### config.mk
export PLATFORM = sky130hd
export DESIGN_NAME = ad_cmd_seq_ram
export DESIGN_NICKNAME = d
export VERILOG_FILES = /design/src/rtl/ad_cmd_pkg.sv /design/src/rtl/ad_cmd_seq_ram_lane.sv /design/src/rtl/ad_cmd_seq_ram.sv
export SDC_FILE = /design/constraint.sdc
export NUM_CORES = 1
export LEC_CHECK = 0
export ABC_AREA = 0
export CAP_MARGIN = 20
export CORE_ASPECT_RATIO = 1.2
export CORE_MARGIN = 5
export CORE_UTILIZATION = 35
export DETAILED_ROUTE_END_ITERATION = 6
export PLACE_DENSITY = 0.65
export SYNTH_ARGS = -nofsm -noshare
export SYNTH_HDL_FRONTEND = slang
export SYNTH_SLANG_ARGS = --single-unit
### constraint.sdc
create_clock -name clk -period 2.35 [get_ports clk]
set_clock_uncertainty 0.2 [all_clocks]
set_input_delay 0.3525 -clock clk [delete_from_list [all_inputs] [get_ports clk]]
set_output_delay 0.3525 -clock clk [all_outputs]
set_load 0.02 [all_outputs]
### src/rtl/ad_cmd_pkg.sv
// Shared types and constants for the A/D command store and sequencer.
package ad_cmd_pkg;

  localparam int LANE_W     = 8;
  localparam int PASS_CNT_W = 16;

  typedef enum logic [1:0] {
    IDLE,
    FETCH,
    PRESENT
  } seq_state_e;

endpackage

### src/rtl/ad_cmd_seq_ram_lane.sv
// One 8-bit byte lane of the command store: one write port, a host read port with
// registered (read-before-write) data and a sequencer read port addressed by the pointer register.
module ad_cmd_seq_ram_lane
  import ad_cmd_pkg::*;
#(
  parameter int DEPTH  = 8,
  parameter int ADDR_W = $clog2(DEPTH)
) (
  input  logic              clk,
  input  logic              reset,
  input  logic              i_we,
  input  logic [ADDR_W-1:0] i_host_addr,
  input  logic [LANE_W-1:0] i_wdata,
  output logic [LANE_W-1:0] o_host_rdata,
  input  logic [ADDR_W-1:0] i_seq_addr,
  output logic [LANE_W-1:0] o_seq_rdata
);

  logic [LANE_W-1:0] r_mem [DEPTH];
  logic [LANE_W-1:0] r_host_rdata;

  // NOTE: the storage array has no reset so it maps onto RAM; contents survive reset.
  always_ff @(posedge clk) begin
    if (i_we) r_mem[i_host_addr] <= i_wdata;
  end

  always_ff @(posedge clk) begin
    if (reset) r_host_rdata <= '0;
    else       r_host_rdata <= r_mem[i_host_addr];
  end

  assign o_host_rdata = r_host_rdata;
  assign o_seq_rdata  = r_mem[i_seq_addr];

endmodule

### src/rtl/ad_cmd_seq_ram.sv
// A/D command store with a valid/ready command sequencer (IDLE -> FETCH -> PRESENT).
// Optional pass counter output enabled by defining AD_CMD_SEQ_PASS_CNT_EN.
module ad_cmd_seq_ram
  import ad_cmd_pkg::*;
#(
  parameter  int DATA_W = 16,
  parameter  int DEPTH  = 8,
  localparam int ADDR_W = $clog2(DEPTH),
  localparam int BE_W   = DATA_W / 8
) (
  input  logic              clk,
  input  logic              reset,
  input  logic [ADDR_W-1:0] address,
  input  logic              write,
  input  logic [BE_W-1:0]   writebyteenable,
  input  logic [DATA_W-1:0] writedata,
  output logic [DATA_W-1:0] readdata,
  input  logic              seq_start,
  input  logic              seq_stop,
  input  logic [ADDR_W:0]   seq_len,
  input  logic              seq_loop,
  output logic              cmd_valid,
  output logic [DATA_W-1:0] cmd_data,
  input  logic              cmd_ready,
  output logic              seq_busy,
  output logic              seq_done
`ifdef AD_CMD_SEQ_PASS_CNT_EN
  ,
  output logic [PASS_CNT_W-1:0] pass_count
`endif
);

  seq_state_e        r_state, w_state_nxt;
  logic [ADDR_W-1:0] r_ptr;
  logic [ADDR_W:0]   r_len;
  logic              r_loop;
  logic              r_stop_pend;
  logic              r_done;
  logic [DATA_W-1:0] r_cmd_data;
  logic [DATA_W-1:0] w_seq_word;
  logic              w_start, w_hs, w_last, w_end;

  for (genvar g = 0; g < BE_W; g++) begin : g_lane
    ad_cmd_seq_ram_lane #(.DEPTH(DEPTH), .ADDR_W(ADDR_W)) u_lane (
      .clk          (clk),
      .reset        (reset),
      .i_we         (write && writebyteenable[g]),
      .i_host_addr  (address),
      .i_wdata      (writedata[g*LANE_W +: LANE_W]),
      .o_host_rdata (readdata[g*LANE_W +: LANE_W]),
      .i_seq_addr   (r_ptr),
      .o_seq_rdata  (w_seq_word[g*LANE_W +: LANE_W])
    );
  end

  assign w_start = (r_state == IDLE) && seq_start && (seq_len != '0);
  assign w_hs    = (r_state == PRESENT) && cmd_ready;
  assign w_last  = ({1'b0, r_ptr} == (r_len - (ADDR_W+1)'(1)));
  // A stop raised in the handshake cycle itself also ends the sequence there.
  assign w_end   = r_stop_pend || seq_stop || (w_last && !r_loop);

  always_ff @(posedge clk) begin
    if (reset) r_state <= IDLE;
    else       r_state <= w_state_nxt;
  end

  // NOTE: default first so every path assigns w_state_nxt and no latch is inferred.
  always_comb begin
    w_state_nxt = r_state;
    unique case (r_state)
      IDLE:    if (w_start) w_state_nxt = FETCH;
      FETCH:   w_state_nxt = PRESENT;
      PRESENT: if (w_hs) w_state_nxt = w_end ? IDLE : FETCH;
      default: w_state_nxt = IDLE;
    endcase
  end

  always_ff @(posedge clk) begin
    if (reset) begin
      r_ptr       <= '0;
      r_len       <= '0;
      r_loop      <= 1'b0;
      r_stop_pend <= 1'b0;
      r_done      <= 1'b0;
      r_cmd_data  <= '0;
    end else begin
      r_done <= w_hs && w_end;
      if (w_start) begin
        r_len       <= seq_len;
        r_loop      <= seq_loop;
        r_ptr       <= '0;
        r_stop_pend <= 1'b0;
      end else if (r_state != IDLE && seq_stop) begin
        r_stop_pend <= 1'b1;
      end
      // Captured only on leaving FETCH, so host writes cannot disturb a presented word.
      if (r_state == FETCH) r_cmd_data <= w_seq_word;
      if (w_hs) r_ptr <= w_last ? '0 : r_ptr + ADDR_W'(1);
    end
  end

  assign cmd_valid = (r_state == PRESENT);
  assign cmd_data  = r_cmd_data;
  assign seq_busy  = (r_state != IDLE);
  assign seq_done  = r_done;

`ifdef AD_CMD_SEQ_PASS_CNT_EN
  logic [PASS_CNT_W-1:0] r_pass_cnt;

  always_ff @(posedge clk) begin
    if (reset || w_start)                      r_pass_cnt <= '0;
    else if (w_hs && w_last && r_pass_cnt != '1) r_pass_cnt <= r_pass_cnt + PASS_CNT_W'(1);
  end

  assign pass_count = r_pass_cnt;
`endif

endmodule

==> metrics.cfg <==
[outcome]
status = finished, final reports clean

[finish]
insertedDiodeCount = 0
stdcell_count = 832
final_nets = 583
area.sequential_sq_mm = 0.00473
drive_gt1_frac = 0.238
area_growth_pct = 25.8
multi_input_area_sq_mm = 0.00231
nFillCells = 1856
utilization = 0.443

[routing]
drt_iter0_markers = 632
vias_per_cell = 5.56
drtPass1Iterations = 5
drt-total-wl_um = 18500
final_antenna_net_count = 0
routedWlPerCell_um = 22.3
dr_total_vias = 4627
drc = 0

[pwr]
power_density_mw_per_mm2 = 761
total_power_uw = 7000
p_leak_uw = 0.00300
peakVddDrop_mv = 0.427

[synthesis]
avgSynthCellArea_sq_um = 16.5
synth_top_area_frac = 0.526
async_flop_share = 0
synth_area_leaders = edfxtp_1 (53%), dfxtp_1 (12%), mux4_2 (9.5%), a22oi_1 (3.2%), mux2i_1 (2.9%)
yosysTopAreaCell = edfxtp_1
ys_ff_latch = 172
syn_nets = 478
yosysSeqAreaShare = 0.646
synth_cell_types = 46
ys_warn_count = 0
synth_edf_count = 128
synth_ff_type = edfxtp_1
synth_cells = 444
syn-cell-area_sq_mm = 0.00731

[cts]
clkLatencyLatePin_ns = 0.42
cts_resized = 0
cts_tree = yes
clkTransAtPathRegs_ns = 0.06
clock_path_buffers = 2
cts_max_level = 4
cts-root-buf = clkbuf_16
hold_buffers = 0
cts_buffers = 17
cts_setup_buffers = 0
cts_sinks = 172

[worst_setup_path]
crit_path_start_kind = flop
cp.required_ns = 1.80
cp_slowest_cell = clkdlybuf4s50_1
path_delay_family = buffers and inverters
path_buf_inv = 1
cp-end-kind = primary output
critPathMaxStageDelay_ns = 0.64
cp.arrival_ns = 1.64
crit_fanout = 4
path_class = flop to primary output
cp_cell_sequence = nor2b_1 -> clkdlybuf4s50_1

[placed_design]
place_inst = 800
dp_hpwl_um = 12400
port_buffers = 66
gp_congestion = 0.829

[timing]
max_freq_mhz = 456
rsz0062_at_grt = false
final.period_utilization = 0.933
slew_headroom = 0.676
report.final.setup_viol = 0
hold_viol_final = 0
tns_ns = 0
finalMaxSlewViolations = 0
worst_slew_pin_slew_ns = 0.485
post-route-min-period_ns = 2.19

[global_route]
grt_pass1_wl_um = 28700
grt_pass1_vias = 4902
antenna_found_initial = 0
gr-total-overflow = 0
grt_usage = 0.158
grt_start_max_net_pins = 37

[floorplan]
die_h_um = 168
rows = 58
die_area_sq_mm = 0.0239
num_io_pins = 67
coreArea_sq_mm = 0.0208
die_w_um = 142
initial_utilization = 0.352

[flow_run]
drv_cap = 0

[min_path]
min_path_type = flop to flop

tightest hold or removal path: stages, from the launching register on:
cell	delay, ns
dfxtp_1	0.31
nor2_1	0.09
a211oi_1	0.05
state kept, by name, indices dropped and copies added (netlist names):
register	count
g_lane.u_lane.o_host_rdata	16
g_lane.u_lane.r_mem	128
r_loop	1
seq_done	1
r_len	4
cmd_data	16
r_stop_pend	1
r_state	2
r_ptr	3
path summary, 6_finish.rpt:
| check | startpoint | slack, ns | to | cells after the start |
|---|---|---|---|---|
| min | cmd_data[0] | 0.30 | cmd_data[0] | 2 |
| max | r_state[1] | 0.16 | cmd_valid | 2 |
| max reg2reg | r_ptr[0] | 0.40 | cmd_data[10] | 4 |
| min reg2reg | cmd_data[0] | 0.30 | cmd_data[0] | 2 |
synth_stat cells (2+ instances only):
library cell	instances
xor2_1	3
mux4_2	31
nor3_1	4
edfxtp_1	128
buf_4	3
clkbuf_1	8
a211oi_1	16
buf_6	10
mux2i_1	21
a21oi_1	5
nor2_1	26
buf_12	2
a221oi_2	12
buf_2	9
nand3_1	5
nor2b_1	13
a31oi_1	16
and3b_1	2
dfxtp_1	44
nor3b_4	3
and3_1	3
a22oi_1	31
a22o_1	16
ha_1	2
nand2_1	5
a221oi_1	4
inv_1	3
area by class of cell:
| class | count | share of cell area |
|---|---|---|
| Sequential cell | 172 | 0.514 |
| Multi-Input combinational cell | 235 | 0.251 |
| Timing Repair Buffer | 120 | 0.129 |
| Clock buffer | 21 | 0.0501 |
| Tap cell | 270 | 0.0367 |
| Clock inverter | 11 | 0.0181 |
| Inverter | 3 | 0.00122 |
power breakdown:
group	total, uW	internal [uW]	switching [uW]
Sequential	3420	3360	54.3
Combinational	623	299	324
Clock	2960	1830	1120
cells by family after synthesis:
logic type,after synthesis,synth area share
flip-flops,172,0.646
buffers and inverters,37,0.0383
AND/OR/NAND/NOR,70,0.0568
adder cells (fa/ha/maj),2,0.00342
XOR/XNOR,4,0.00668
AO/OA/AOI/OAI,106,0.121
multiplexers,53,0.128
per-stage QoR:
step                setup WS (ns)  area, sq um  hold WS [ns]
finish                      0.157         9200         0.299
global route               0.0364         9200         0.320
CTS                         0.144         9200         0.296
detailed placement        -0.0588         8570         0.287
global placement           0.0397         8570         0.252
floorplan                   0.282         7310         0.244
placed cells by master, fill, tap and decap left out, drive strengths merged:
| cell | netlist | final |
|---|---|---|
| o31a | 1 | 1 |
| and3 | 3 | 3 |
| xnor3 | 1 | 1 |
| nor2 | 27 | 27 |
| clkdlybuf4s50 | 0 | 66 |
| nor2b | 13 | 13 |
| a21oi | 5 | 5 |
| ha | 2 | 2 |
| a22oi | 32 | 32 |
| nor3 | 5 | 5 |
| mux4 | 32 | 32 |
| bufinv | 0 | 4 |
| nor4 | 1 | 1 |
| edfxtp | 128 | 128 |
| xor2 | 3 | 3 |
| buf | 26 | 54 |
| nand3b | 1 | 1 |
| clkbuf | 8 | 21 |
| nand2 | 5 | 5 |
| and3b | 2 | 2 |
| o211ai | 1 | 1 |
| or2 | 1 | 1 |
| a31oi | 16 | 16 |
| or4 | 1 | 1 |
| o21ai | 1 | 1 |
| a211oi | 16 | 16 |
| o22ai | 1 | 1 |
| and2b | 1 | 1 |
| and2 | 1 | 1 |
| clkinvlp | 0 | 2 |
| inv | 3 | 3 |
| dfxtp | 44 | 44 |
| a22o | 16 | 16 |
| nor3b | 3 | 3 |
| o221ai | 1 | 1 |
| nand3 | 5 | 5 |
| clkinv | 0 | 5 |
| mux2i | 21 | 21 |
| or3b | 1 | 1 |
| a221oi | 16 | 16 |
routing by layer:
| metal | vias up | routed length, um | global-route usage |
|---|---|---|---|
| li1 | 2029 | - | - |
| met1 | 2291 | 7360 | 0.204 |
| met2 | 267 | 9120 | 0.261 |
| met3 | 40 | 1650 | 0.0418 |
| met4 | 0 | 406 | 0.0530 |
| met5 | - | 0 | 0 |
(Power assumes the default switching activity.)
